**config.mk**
```make
export PLATFORM = sky130hd
export DESIGN_NAME = wb_port_arbiter
export DESIGN_NICKNAME = d
export VERILOG_FILES = /design/src/rtl/wb_port_arbiter.sv
export SDC_FILE = /design/constraint.sdc
export NUM_CORES = 1
export LEC_CHECK = 0
export CORE_ASPECT_RATIO = 0.9
export CORE_MARGIN = 3
export CORE_UTILIZATION = 40
export DETAILED_ROUTE_END_ITERATION = 12
export PLACE_DENSITY = 0.9
export SYNTH_ARGS = -nofsm -noshare
export SYNTH_HDL_FRONTEND = slang
export SYNTH_SLANG_ARGS = --single-unit
```
**constraint.sdc**
```tcl
create_clock -name clk -period 2.3 [get_ports clk]
set_input_delay 0.345 -clock clk [delete_from_list [all_inputs] [get_ports clk]]
set_output_delay 0.345 -clock clk [all_outputs]
set_load 0.01 [all_outputs]
```
**src/rtl/wb_port_arbiter.sv**
```systemverilog
// -----------------------------------------------------------------------------
// wb_port_arbiter
//
// Purpose:
//   Shares the single register-file write port between two writeback
//   requesters: requester 0 (ALU result) and requester 1 (load data).
//   At most one requester is granted per cycle. The winner's address and
//   data are registered onto the write port one cycle after the transfer,
//   together with the select for the downstream 2:1 writeback mux.
//   A saturating counter records how many cycles both requesters were
//   valid at once, for performance debug.
//
// Arbitration:
//   The FSM state is the last granted requester (L0 / L1). A lone request
//   is always granted. When both are valid the requester that did not win
//   last time is granted (round-robin). After reset the state is L1, so the
//   ALU wins the first contention.
//
// Compile-time option:
//   WBARB_FIXED_PRIO_EN - when defined, the load requester always wins a
//   contention. last_grant still tracks the winner but does not influence
//   the decision. The contention counter behaves identically.
//
// Ports:
//   clk            in   system clock, rising edge
//   rst_n          in   asynchronous active-low reset
//   req0_valid     in   ALU writeback request
//   req0_addr      in   ALU destination register       [ADDR_W]
//   req0_data      in   ALU result                     [DATA_W]
//   req0_ready     out  ALU request accepted this cycle (combinational)
//   req1_valid     in   load writeback request
//   req1_addr      in   load destination register      [ADDR_W]
//   req1_data      in   load data                      [DATA_W]
//   req1_ready     out  load request accepted this cycle (combinational)
//   wr_en          out  register-file write enable (registered)
//   wr_addr        out  register-file write address    [ADDR_W] (registered)
//   wr_data        out  register-file write data       [DATA_W] (registered)
//   mux_sel        out  writeback mux select, 0 = ALU, 1 = load (registered)
//   contention_cnt out  saturating count of cycles with both valid [CNT_W]
// -----------------------------------------------------------------------------
module wb_port_arbiter #(
    parameter int DATA_W = 32,
    parameter int ADDR_W = 5,
    parameter int CNT_W  = 16
) (
    input  logic              clk,
    input  logic              rst_n,
    input  logic              req0_valid,
    input  logic [ADDR_W-1:0] req0_addr,
    input  logic [DATA_W-1:0] req0_data,
    output logic              req0_ready,
    input  logic              req1_valid,
    input  logic [ADDR_W-1:0] req1_addr,
    input  logic [DATA_W-1:0] req1_data,
    output logic              req1_ready,
    output logic              wr_en,
    output logic [ADDR_W-1:0] wr_addr,
    output logic [DATA_W-1:0] wr_data,
    output logic              mux_sel,
    output logic [CNT_W-1:0]  contention_cnt
);

    // Last granted requester.
    typedef enum logic {
        L0 = 1'b0,
        L1 = 1'b1
    } state_t;

    state_t state_reg;
    state_t state_next;

    logic              grant0;
    logic              grant1;
    logic              both_valid;
    logic              xfer;
    logic              sel_next;
    logic [ADDR_W-1:0] addr_next;
    logic [DATA_W-1:0] data_next;
    logic              wr_en_next;
    logic              cnt_sat;

    logic              wr_en_reg;
    logic [ADDR_W-1:0] wr_addr_reg;
    logic [DATA_W-1:0] wr_data_reg;
    logic              mux_sel_reg;
    logic [CNT_W-1:0]  cnt_reg;
    logic [CNT_W-1:0]  cnt_next;

    assign both_valid = req0_valid & req1_valid;

    // -------------------------------------------------------------------------
    // FSM: state register
    // -------------------------------------------------------------------------
    always_ff @(posedge clk or negedge rst_n) begin
        if (!rst_n) begin
            // L1 so that the ALU wins the very first contention.
            state_reg <= L1;
        end else begin
            state_reg <= state_next;
        end
    end

    // -------------------------------------------------------------------------
    // FSM: grant decision and next state
    // -------------------------------------------------------------------------
    always_comb begin
        grant0     = 1'b0;
        grant1     = 1'b0;
        state_next = state_reg;
        unique case ({req1_valid, req0_valid})
            2'b01: begin
                grant0     = 1'b1;
                state_next = L0;
            end
            2'b10: begin
                grant1     = 1'b1;
                state_next = L1;
            end
            2'b11: begin
`ifdef WBARB_FIXED_PRIO_EN
                // Load always wins; state still follows the winner.
                grant1     = 1'b1;
                state_next = L1;
`else
                // Grant whoever did not win last time.
                if (state_reg == L1) begin
                    grant0     = 1'b1;
                    state_next = L0;
                end else begin
                    grant1     = 1'b1;
                    state_next = L1;
                end
`endif
            end
            default: begin
                // Neither valid: no grant, state holds.
            end
        endcase
    end

    // Readies depend only on the valids and the FSM state, never on wr_*.
    assign req0_ready = grant0;
    assign req1_ready = grant1;

    // -------------------------------------------------------------------------
    // Winner selection for the write port
    // -------------------------------------------------------------------------
    always_comb begin
        xfer       = grant0 | grant1;
        sel_next   = grant1;
        addr_next  = grant1 ? req1_addr : req0_addr;
        data_next  = grant1 ? req1_data : req0_data;
        // x0 is hard-wired zero: the transfer is accepted but never written.
        wr_en_next = xfer && (addr_next != '0);
    end

    // -------------------------------------------------------------------------
    // Contention counter (saturating)
    // -------------------------------------------------------------------------
    always_comb begin
        cnt_sat  = (cnt_reg == {CNT_W{1'b1}});
        cnt_next = cnt_reg;
        if (both_valid && !cnt_sat) begin
            cnt_next = cnt_reg + CNT_W'(1);
        end
    end

    // -------------------------------------------------------------------------
    // Write-port registers
    // -------------------------------------------------------------------------
    always_ff @(posedge clk or negedge rst_n) begin
        if (!rst_n) begin
            wr_en_reg   <= 1'b0;
            wr_addr_reg <= '0;
            wr_data_reg <= '0;
            mux_sel_reg <= 1'b0;
            cnt_reg     <= '0;
        end else begin
            wr_en_reg <= wr_en_next;
            // Address, data and select follow the latest accepted request
            // and hold otherwise; wr_en alone qualifies the write.
            if (xfer) begin
                wr_addr_reg <= addr_next;
                wr_data_reg <= data_next;
                mux_sel_reg <= sel_next;
            end
            cnt_reg <= cnt_next;
        end
    end

    assign wr_en          = wr_en_reg;
    assign wr_addr        = wr_addr_reg;
    assign wr_data        = wr_data_reg;
    assign mux_sel        = mux_sel_reg;
    assign contention_cnt = cnt_reg;

endmodule

```
==> results_dict.tcl, run 1 <==
set metrics [dict create \
    power_mw 2.96 \
    cts-root-buf "clkbuf_8" \
    startpoint "req0_valid" \
    fin_util 0.659 \
    gp_congestion 0.822 \
    reg2reg_to "contention_cnt[1]" \
    vias 2745 \
    syn2layout_area_growth_pct 55.4 \
    die-area_um2 8260 \
    tightest_slew_ns 0.578 \
    hpwl_mm 6.35 \
    htreeDepth 2 \
    clk_latency_ns 0.30 \
    p_leak_nw 1.82 \
    rsz0062_at_grt "false" \
    endpoint_kind "primary output" \
    start_util 0.424 \
    final-setup-viol-count 0 \
    ys_types 35 \
    grt_use_total 0.209 \
    final_nets 504 \
    maxSlewViolCount 0 \
    ys.warnings.count 0 \
    holdPathEnd "contention_cnt[5]" \
    hold_path_class "input port to register" \
    ir_worst_vdd_mv 0.238 \
    synth_edf_count 0 \
    reg2reg_depth 5 \
    netlist_area_um2 2880 \
    drive_gt1_frac 0.157 \
    fp.dieH_um 86.5 \
    fin_crit_ns 2.12 \
    syn_nets 369 \
    hp-start "req1_valid" \
    numCtsBuffers 5 \
    rrSetupSlack_ns 0.31 \
    start_kind "input port" \
    numPlacedInstances 507 \
    wl_per_cell_um 16.5 \
    ant_nets 0 \
    ctsHoldBuffers 1 \
    crit_arrival_ns 1.77 \
    slew_headroom 0.611 \
    antenna_found_initial 0 \
    first_global_vias 2890 \
    io_pins 135 \
    first_pass_iters 4 \
    core_um2 6800 \
    required_ns 1.96 \
    viasPerCell 5.32 \
    grt_max_degree 39 \
    cp_max_fo 6 \
    synthCells 290 \
    critPathKind "input port to primary output" \
    cap_violations 0 \
    rows 28 \
    gr-total-overflow 0 \
    r2r_start "contention_cnt[0]" \
    drt_iter0_drc 111 \
    post_cts_buffers 0 \
    seq_area_frac_synth 0.487 \
    status "finished, final reports clean" \
    final.setup_skew_ns 0.00642 \
    pre_cts_ws_ns 0.185 \
    synth.area.top_cells "dfrtp_1, mux2_2, nor2_1" \
    worstHoldPathCells 3 \
    synth_flop_cell "dfrtp_1" \
    timing.hold.ws_ns 0.481 \
    cts_buffer_depth 2 \
    drc_errors 0 \
    diodes 0 \
    largest_register_ffs 32 \
    async_flop_share 1.00 \
    min_period_over_period 0.920 \
    drt_wl_total_mm 8.50 \
    fmax_mhz 472 \
    stdcell_count 516 \
    hold_violations 0 \
    clock_sinks 56 \
    yosysTopAreaCellShare 0.477 \
    yosysTopAreaCell "dfrtp_1" \
    grt_pass1_wl_mm 13.6 \
    cts.clk_slew.worst_paths_ns 0.10 \
    ys_ff_latch 56 \
    avgSynthCellArea_um2 9.94 \
    finalWorstSetupSlack_ns 0.183 \
    pwr_density_cell_nw_per_um2 661 \
    fin_area_um2 4480 \
    chipWidth_um 95.5 \
    placed_cell_area_um2 4340 \
    cts_resized 0 \
    io_buffers 134 \
    setup_tns_ns 0 \
    cts_tree "done" \
]
## cells by family (layout without fill, tap and decap cells)
family                     after synthesis  in the layout  share of synthesized area
DFF                                     56             56                      0.487
muxes                                   40             40                      0.156
and+or+nand+nor                        109            109                      0.171
xor gates and xnor gates                 9              9                     0.0273
buffers and inverters                   23            159                     0.0339
AOI/OAI and AO/OA                       52             52                      0.121
adders and majority gates                1              1                    0.00434
## worst max-delay path by stage
stage,slack [ns],end,cells after the start
5_1_grt,0.15,req1_ready,4
3_3_place_gp,0.19,req1_ready,4
2_1_floorplan,0.42,contention_cnt[7],6
3_5_place_dp,0.18,req1_ready,4
4_1_cts,0.17,req1_ready,4
6_report,0.18,req1_ready,4
## critical path: stages
cell and delay, ns:
clkdlybuf4s50_1 0.52, a21boi_0 0.22, buf_4 0.15, clkdlybuf4s50_1 0.53
## Yosys cell counts, types with 4 or more instances
library cell / instances
inv_1: 5
xnor2_1: 5
nor3_1: 4
nand3_1: 5
mux2_2: 40
o22ai_1: 37
xor2_1: 4
clkbuf_1: 12
nand4_1: 8
dfrtp_1: 55
nor2_1: 77
nand2_1: 4
## power breakdown
group | total [mW] | switching [mW] | leakage [nW] | internal (mW)
Sequential | 1.28 | 0.139 | 0.665 | 1.14
Combinational | 0.985 | 0.406 | 1.09 | 0.579
Clock | 0.699 | 0.314 | 0.0645 | 0.385
Total | 2.96 | 0.860 | 1.82 | 2.10
## metal layers
layer,track usage,share of wire,up-vias
li1,-,-,1305
met1,0.232,0.38,1327
met2,0.395,0.53,103
met3,0.0495,0.068,10
met4,0.0556,0.016,0
met5,0,0,-
## layout make-up
class | instances | area, um2
clock buffers | 7 | 96.3
fillers | 572 | 2320
inverters | 5 | 18.8
repair buffers | 146 | 1440
flip-flops and latches | 56 | 1400
clock inverters | 1 | 30.0
multi-input cells | 211 | 1380
well taps | 90 | 113
## layout by cell type, fill, tap and decap left out
| master | count |
|---|---|
| and2_1 | 1 |
| a31oi_4 | 1 |
| nand3_1 | 5 |
| ha_1 | 1 |
| dlygate4sd3_1 | 1 |
| nand3_4 | 1 |
| nand2b_1 | 1 |
| buf_12 | 1 |
| xor2_1 | 4 |
| xnor2_1 | 5 |
| o22ai_1 | 37 |
| clkdlybuf4s50_1 | 132 |
| a21o_1 | 2 |
| inv_1 | 5 |
| buf_4 | 10 |
| mux2_2 | 40 |
| and3_1 | 2 |
| dfrtp_1 | 55 |
| o21ba_2 | 1 |
| a211oi_1 | 2 |
| nor2_1 | 77 |
| buf_2 | 2 |
| and4_1 | 1 |
| clkbuf_8 | 7 |
| or4_1 | 2 |
| o32a_1 | 1 |
| nand4_1 | 8 |
| o21ai_0 | 3 |
| or4_4 | 1 |
| nor3_1 | 4 |
| a211o_1 | 1 |
| nor4_1 | 1 |
| a21oi_1 | 3 |
| dfstp_2 | 1 |
| and2_4 | 1 |
| bufinv_16 | 1 |
| a21boi_0 | 1 |
| nand2_1 | 4 |
Power figures use the tool's default switching activity.
==> run 2, diff against run 1 <==
--- a/config.mk
+++ b/config.mk
@@ -7,9 +7,10 @@
 export LEC_CHECK = 0
 export CORE_ASPECT_RATIO = 0.9
 export CORE_MARGIN = 3
-export CORE_UTILIZATION = 40
+export CORE_UTILIZATION = 38
+export CTS_CLUSTER_SIZE = 12
 export DETAILED_ROUTE_END_ITERATION = 12
-export PLACE_DENSITY = 0.9
+export PLACE_DENSITY = 0.87
 export SYNTH_ARGS = -nofsm -noshare
 export SYNTH_HDL_FRONTEND = slang
 export SYNTH_SLANG_ARGS = --single-unit
==> results_dict.tcl, run 2 (synthesized netlist as in run 1, its figures left out) <==
set metrics [dict create \
    vias 2836 \
    setup_tns_ns 0 \
    wl_per_cell_um 16.6 \
    fmax_mhz 499 \
    ir_worst_vdd_mv 0.285 \
    rows 29 \
    cts.clk_slew.worst_paths_ns 0.10 \
    maxSlewViolCount 0 \
    min_period_over_period 0.871 \
    cap_violations 0 \
    cts_tree "done" \
    first_global_vias 2901 \
    final_nets 503 \
    cts_resized 0 \
    drc_errors 0 \
    finalWorstSetupSlack_ns 0.298 \
    post_cts_buffers 0 \
    fin_crit_ns 2.00 \
    final_common_cell "clkdlybuf4s50_1" \
    cts-root-buf "clkbuf_8" \
    slew_headroom 0.686 \
    grt_pass1_wl_mm 13.7 \
    numCtsBuffers 5 \
    r2r_start "contention_cnt[0]" \
    tightest_slew_ns 0.470 \
    gp_congestion 0.904 \
    timing.hold.ws_ns 0.485 \
    crit_arrival_ns 1.66 \
    fp.dieH_um 88.6 \
    cts_buffer_depth 2 \
    hold_violations 0 \
    io_buffers 134 \
    drive_gt1_frac 0.151 \
    worstHoldPathCells 2 \
    reg2reg_to "contention_cnt[7]" \
    diodes 0 \
    io_pins 135 \
    required_ns 1.96 \
    syn2layout_area_growth_pct 53.5 \
    final-setup-viol-count 0 \
    p_leak_nw 1.79 \
    placed_cell_area_um2 4330 \
    critPathKind "register to primary output" \
    clock_sinks 56 \
    cp_max_fo 3 \
    rsz0062_at_grt "false" \
    fin_area_um2 4420 \
    grt_max_degree 39 \
    grt_use_total 0.194 \
    pre_cts_ws_ns 0.423 \
    gr-total-overflow 0 \
    core_um2 7220 \
    hpwl_mm 6.19 \
    hp-start "state_reg" \
    final.setup_skew_ns 0.00475 \
    rrSetupSlack_ns 0.40 \
    first_pass_iters 4 \
    largest_register_ffs 32 \
    pwr_density_cell_nw_per_um2 628 \
    start_util 0.399 \
    die-area_um2 8670 \
    drt_wl_total_mm 8.59 \
    reg2reg_depth 5 \
    hold_path_class "register to register" \
    start_kind "register" \
    chipWidth_um 97.8 \
    endpoint_kind "primary output" \
    status "finished, final reports clean" \
    holdPathEnd "state_reg" \
    viasPerCell 5.47 \
    ant_nets 0 \
    clk_latency_ns 0.31 \
    drt_iter0_drc 81 \
    mostFrequentLayoutCells "clkdlybuf4s50_1, nor2_1, dfrtp_1, mux2_2, o22ai_1" \
    fin_util 0.613 \
    antenna_found_initial 0 \
    htreeDepth 2 \
]
[run 2: worst max-delay path by stage]
stage,from,endpoint,slack [ns]
final,state_reg,req0_ready,0.30
after global routing,state_reg,req0_ready,0.21
after CTS,state_reg,req1_ready,0.28
after detailed placement,contention_cnt[0],contention_cnt[7],0.42
after global placement,req1_valid,req1_ready,0.47
after floorplan,contention_cnt[0],contention_cnt[7],0.42
[run 2: through the flow]
step	std cells	power (mW)
floorplan	290	1.70
global placement	509	2.24
detailed placement	509	2.28
CTS	518	2.80
global route	518	2.92
finish	518	2.78
[run 2: power breakdown]
| part | internal [mW] | switching (mW) |
|---|---|---|
| clock network | 0.218 | 0.307 |
| logic | 0.576 | 0.402 |
| registers | 1.14 | 0.140 |
| total | 1.93 | 0.849 |
[run 2: layout make-up]
cell class | count | area, um2
fillers | 607 | 2800
repair buffers | 145 | 1420
flip-flops and latches | 56 | 1400
multi-input cells | 211 | 1380
well taps | 93 | 116
clock buffers | 8 | 80.1
inverters | 5 | 18.8
[run 2: timing repair]
action / in CTS / in global routing
hold buffers: 1 / 0
endpoints found under the hold margin: 19 / 0
endpoints found under the setup margin: 0 / 0
[run 2: routing by layer]
layer | wire length (um) | vias up | track usage
li1 | - | 1302 | -
met1 | 3390 | 1384 | 0.224
met2 | 4390 | 135 | 0.359
met3 | 659 | 15 | 0.0465
met4 | 153 | 0 | 0.0616
met5 | 0 | - | 0
[run 2: critical path, stage by stage (launching register included)]
cell and delay, ns:
dfstp_2 0.55, nand2b_1 0.14, nand2_1 0.08, inv_1 0.06, clkdlybuf4s50_1 0.53
==> RTL edit 1, RTL diff (settings of run 1) <==
Add a define of `WBARB_FIXED_PRIO_EN`.
--- a/src/rtl/wb_port_arbiter.sv
+++ b/src/rtl/wb_port_arbiter.sv
@@ -38,6 +38,8 @@
 //   mux_sel        out  writeback mux select, 0 = ALU, 1 = load (registered)
 //   contention_cnt out  saturating count of cycles with both valid [CNT_W]
 // -----------------------------------------------------------------------------
+`define WBARB_FIXED_PRIO_EN
+
 module wb_port_arbiter #(
     parameter int DATA_W = 32,
     parameter int ADDR_W = 5,
Check against the original RTL: not equivalent (Yosys sat finds a counterexample within 4 cycles, from zero or initial values and one cycle with rst_n low).
==> RTL edit 1 against run 1 <==
First-iteration DRC count fell by 34%; critical path depth increased by 1; routed wire length fell by 17%; sequential cell count down 1; total power shrank 17%; sequential power is 5% lower; clock power decreased by 25%; worst setup slack improved by 0.30 ns; design area shrank 7.3%; final cell count shrank 9.5%; area after synthesis shrank 8.8%; critical path type is now register to register; critical endpoint is now contention_cnt[1]$_DFFE_PN0P_; largest cell class unchanged.
==> RTL edit 1: results (changes against run 1) <==
[outcome] status finished clean [unchanged]
[route] total detailed-routing wirelength 7040 um [was 8500 um]
[synthesis] complex-gate fraction of the synthesized area 9.23% [was 12.1%]
[timing] worst slew pin tran 0.650 ns [was 0.578 ns]
[setup_path] Slowest cell on crit path sky130_fd_sc_hd__nor4_4 [was sky130_fd_sc_hd__clkdlybuf4s50_1]
[synthesis] post-synthesis net count 326 [was 369]
[global_route] overall global routing resource usage 18.7% [was 20.9%]
[power_and_ir_drop] worst vdd rail ir drop 0.317 mV [was 0.238 mV]
[route] met1 layer wirelength in the final routing 3100 um [was 3260 um]
[route] number of vias per cell 4.96 [was 5.32]
[cells_and_area] fillcell total 486 [was 572]
[synthesis] post-synthesis sequential area ratio 52.3% [was 48.7%]
[placed_design] estimated wirelength of the detail-placed design 5550 um [was 6350 um]
[global_route] met1 usage 23.8% [was 23.2%]
[route] WL met3 399 um [was 578 um]
[cells_and_area] post-layout instance count excluding filler cells 467 [was 516]
[route] Pre-antenna DRT Iters 4 [unchanged]
[synthesis] proportion of synthesized area in mux cells 15.1% [was 15.6%]
[synthesis] instance count of the mapped netlist 247 [was 290]
[global_route] via count of the first global-routing pass 2,394 [was 2,890]
[global_route] met3 track utilization from global routing 3.99% [was 4.95%]
[synthesis] adder and majority gate portion of the synthesized area 0.476% [was 0.434%]
[global_route] largest net degree at the start of global routing 55 [was 39]
[synthesis] Post-synth top cells 55 x sky130_fd_sc_hd__dfrtp_1, 43 x sky130_fd_sc_hd__nand2_1, 39 x sky130_fd_sc_hd__o21ai_0 [was 77 x sky130_fd_sc_hd__nor2_1, 55 x sky130_fd_sc_hd__dfrtp_1, 40 x sky130_fd_sc_hd__mux2_2]
[cells_and_area] share of cells above drive strength 1 7.11% [was 15.7%]
[placed_design] final RePlAce weighted congestion 0.824 [was 0.822]
[setup_path] CP max stage delay 0.45 ns [was 0.53 ns]
[route] number of violations reported at the end of detailed-routing iteration 0 73 [was 111]
[setup_path] Data arrival, critical path 2.00 ns [was 1.77 ns]
[synthesis] top post-synthesis cells by area sky130_fd_sc_hd__dfrtp_1 52%, sky130_fd_sc_hd__mux2i_1 14%, sky130_fd_sc_hd__o21ai_0 7.4% [was sky130_fd_sc_hd__dfrtp_1 48%, sky130_fd_sc_hd__mux2_2 16%, sky130_fd_sc_hd__nor2_1 10%]
[placed_design] total placed cells including tap cells 460 [was 507]
[global_route] global-route wire length before repair 11,700 um [was 13,600 um]
[global_route] GRT met2 Usage 32.0% [was 39.5%]
[power_and_ir_drop] reported leakage power 0.00183 uW [was 0.00182 uW]
[timing] final clock skew 0.000884 ns [was 0.00642 ns]
[setup_path] gate family responsible for the most delay along the worst path simple AND/OR/NAND/NOR gates [was buffers and inverters]
[route] total met2 wirelength after detailed routing 3440 um [was 4530 um]
[RTL edit 1: cell types whose count changed after synthesis, moves of 6 or more]
cell | before | now
sky130_fd_sc_hd__clkbuf_1 | 12 | 6
sky130_fd_sc_hd__mux2_2 | 40 | 2
sky130_fd_sc_hd__mux2i_1 | 0 | 36
sky130_fd_sc_hd__nand2_1 | 4 | 43
sky130_fd_sc_hd__nor2_1 | 77 | 4
sky130_fd_sc_hd__o21ai_0 | 3 | 39
sky130_fd_sc_hd__o22ai_1 | 37 | 0
[RTL edit 1: final cells by class]
type	instances	area share, %
clock buffer	6	1.99
clock inverter	1	0.121
inverter	2	0.181
multi-input combinational	176	28.6
sequential	55	33.2
tap	87	2.62
timing repair buffer	140	33.3
[RTL edit 1: path summary, 6_finish.rpt]
kind                                               start                        endpoint  slack (ns)  depth (start not counted)
setup / recovery           contention_cnt[0]$_DFFE_PN0P_   contention_cnt[1]$_DFFE_PN0P_        0.48                          5
hold / removal                                     rst_n  contention_cnt[15]$_DFFE_PN0P_        0.07                          1
setup reg to reg           contention_cnt[0]$_DFFE_PN0P_   contention_cnt[1]$_DFFE_PN0P_        0.48                          5
hold reg to reg                      mux_sel$_DFFE_PN0P_             mux_sel$_DFFE_PN0P_        0.51                          1
max in group asynchronous                          rst_n         wr_data[24]$_DFFE_PN0P_        1.65                          2
min in group clk                              req0_valid                 wr_en$_DFF_PN0_        0.40                          3
[RTL edit 1: metrics by stage]
step	util, %	area, um^2	setup WS [ns]
after floorplan	-	2630	0.637
after global placement	65.0	4060	0.612
after detailed placement	65.0	4060	0.512
after CTS	66.4	4150	0.494
after global routing	66.4	4150	0.398
final	66.4	4150	0.484
[RTL edit 1: where the power goes]
group	switching [uW]	internal, uW	leakage, uW
clock	286	237	0.0000470
combinational	291	438	0.00110
sequential	121	1080	0.000680
==> RTL edit 2, RTL diff (settings of run 1) <==
Made on the original files. Make the reset (`rst_n`) synchronous in 2 clocked blocks. Comments in the files are not updated.
--- a/src/rtl/wb_port_arbiter.sv
+++ b/src/rtl/wb_port_arbiter.sv
@@ -91,7 +91,7 @@
     // -------------------------------------------------------------------------
     // FSM: state register
     // -------------------------------------------------------------------------
-    always_ff @(posedge clk or negedge rst_n) begin
+    always_ff @(posedge clk) begin
         if (!rst_n) begin
             // L1 so that the ALU wins the very first contention.
             state_reg <= L1;
@@ -168,7 +168,7 @@
     // -------------------------------------------------------------------------
     // Write-port registers
     // -------------------------------------------------------------------------
-    always_ff @(posedge clk or negedge rst_n) begin
+    always_ff @(posedge clk) begin
         if (!rst_n) begin
             wr_en_reg   <= 1'b0;
             wr_addr_reg <= '0;
Behaviour: differs if rst_n is asserted again (counterexample within 4 cycles, from zero or initial values and one cycle with rst_n low); with rst_n held inactive, the same outputs for 10 cycles.
==> RTL edit 2 against run 1 <==
Fmax is 5.2% lower; routed wire length is 15% lower; area after synthesis is 15% lower; design area is 9.9% lower; sequential cell count stayed put; critical path depth is 1 higher; register-to-register slack worse by 0.13 ns; final cell count is 6.2% lower; worst hold slack worse by 0.022 ns; global-route usage is 1.2 points lower; worst setup slack worse by 0.12 ns; critical path type unchanged; critical endpoint is now req0_ready; largest cell class unchanged; highest routed layer unchanged.
Power is not compared: it rests on default switching activity, and its combinational part moved more than twofold at a synthesized area within 25%.
==> RTL edit 2: results (changes against run 1) <==
[outcome] status finished clean [unchanged]
[placed_design] setup slack at placement -0.0134 ns [was 0.185 ns]
[min_path] number of instances on the worst hold path 2 [was 3]
[timing] final clock skew 0.00603 ns [was 0.00642 ns]
[global_route] global-route wire length before repair 11,100 um [was 13,600 um]
[clocking] clock-pin slew reported for the worst setup and hold paths after clock tree synthesis 0.09 ns
[synthesis] post-synthesis sequential area ratio 45.5% [was 48.7%]
[route] total met2 wirelength after detailed routing 3670 um [was 4530 um]
[setup_path] Worst Path Max Fanout 5 [was 6]
[placed_design] placed inst area 0.00393 mm^2 [was 0.00434 mm^2]
[route] number of violations reported at the end of detailed-routing iteration 0 87 [was 111]
[timing] headroom to the max-slew limit 54.4% [was 61.1%]
[global_route] via count of the first global-routing pass 2,429 [was 2,890]
[setup_path] CP max stage delay 0.59 ns [was 0.53 ns]
[synthesis] primary flip-flop cell chosen by synthesis mapping sky130_fd_sc_hd__dfxtp_1 [was sky130_fd_sc_hd__dfrtp_1]
[synthesis] top post-synthesis cells by area sky130_fd_sc_hd__dfxtp_1 46%, sky130_fd_sc_hd__mux2i_1 16%, sky130_fd_sc_hd__o21ai_0 8.7% [was sky130_fd_sc_hd__dfrtp_1 48%, sky130_fd_sc_hd__mux2_2 16%, sky130_fd_sc_hd__nor2_1 10%]
[global_route] met3 track utilization from global routing 5.13% [was 4.95%]
[synthesis] warnings from Yosys 0 [unchanged]
[cells_and_area] number of nets in the finished design 492 [was 504]
[cells_and_area] share of cells above drive strength 1 7.00% [was 15.7%]
[route] total detailed-routing wirelength 7250 um [was 8500 um]
[global_route] GRT met2 Usage 35.7% [was 39.5%]
[synthesis] share of flip-flops with an asynchronous set or reset 0% [was 100%]
[min_path] min-delay worst type register to register [was input pin to register]
[route] number of vias in the routed layout 2,554 [was 2,745]
[synthesis] post-synthesis net count 356 [was 369]
[global_route] overall global routing resource usage 19.6% [was 20.9%]
[setup_path] Data arrival, critical path 1.89 ns [was 1.77 ns]
[global_route] met1 usage 22.2% [was 23.2%]
RTL edit 2: cell types whose count changed in the layout (fill, tap and decap cells not counted), sizes merged, moves of 5 or more:
cell / before / now
dfrtp: 55 / 0
nand2: 4 / 47
mux2: 40 / 0
xnor2: 5 / 0
o22ai: 37 / 0
o21ai: 3 / 44
or4: 3 / 9
dfxtp: 0 / 56
mux2i: 0 / 39
a21oi: 3 / 10
nor2: 77 / 7
o31ai: 0 / 7
RTL edit 2: area by class of cell:
type	instances	area (um^2)
flip-flops and latches	56	1120
well taps	70	87.6
repair buffers	146	1440
clock buffers	6	72.6
fillers	467	1790
multi-input cells	198	1250
clock inverters	2	35.0
inverters	6	22.5
RTL edit 2: kinds of logic (layout without fill, tap and decap cells):
logic type | after synthesis | count (layout) | synth area share, %
and+or+nand+nor | 90 | 90 | 18.6
AOI/OAI and AO/OA | 68 | 68 | 15.4
DFF | 56 | 56 | 45.5
muxes | 39 | 39 | 15.9
buffers and inverters | 23 | 160 | 4.12
adders and majority gates | 1 | 1 | 0.508
RTL edit 2: path summary, 6_finish.rpt:
kind / start / endpoint / slack (ns)
worst max-delay path: req0_valid / req0_ready / 0.07
worst max register to register: contention_cnt[0]$_SDFFE_PN0P_ / contention_cnt[14]$_SDFFE_PN0P_ / 0.18
worst min-delay path: wr_data[14]$_SDFFE_PN0P_ / wr_data[14]$_SDFFE_PN0P_ / 0.46
worst min register to register: wr_data[14]$_SDFFE_PN0P_ / wr_data[14]$_SDFFE_PN0P_ / 0.46
RTL edit 2: per-stage QoR:
step           util, %  TNS [ns]  instances
2_1_floorplan        -         0        277
3_3_place_gp      67.4         0        476
3_5_place_dp      67.4   -0.0134        476
4_1_cts           69.3         0        484
5_1_grt           69.3         0        484
6_report          69.3         0        484
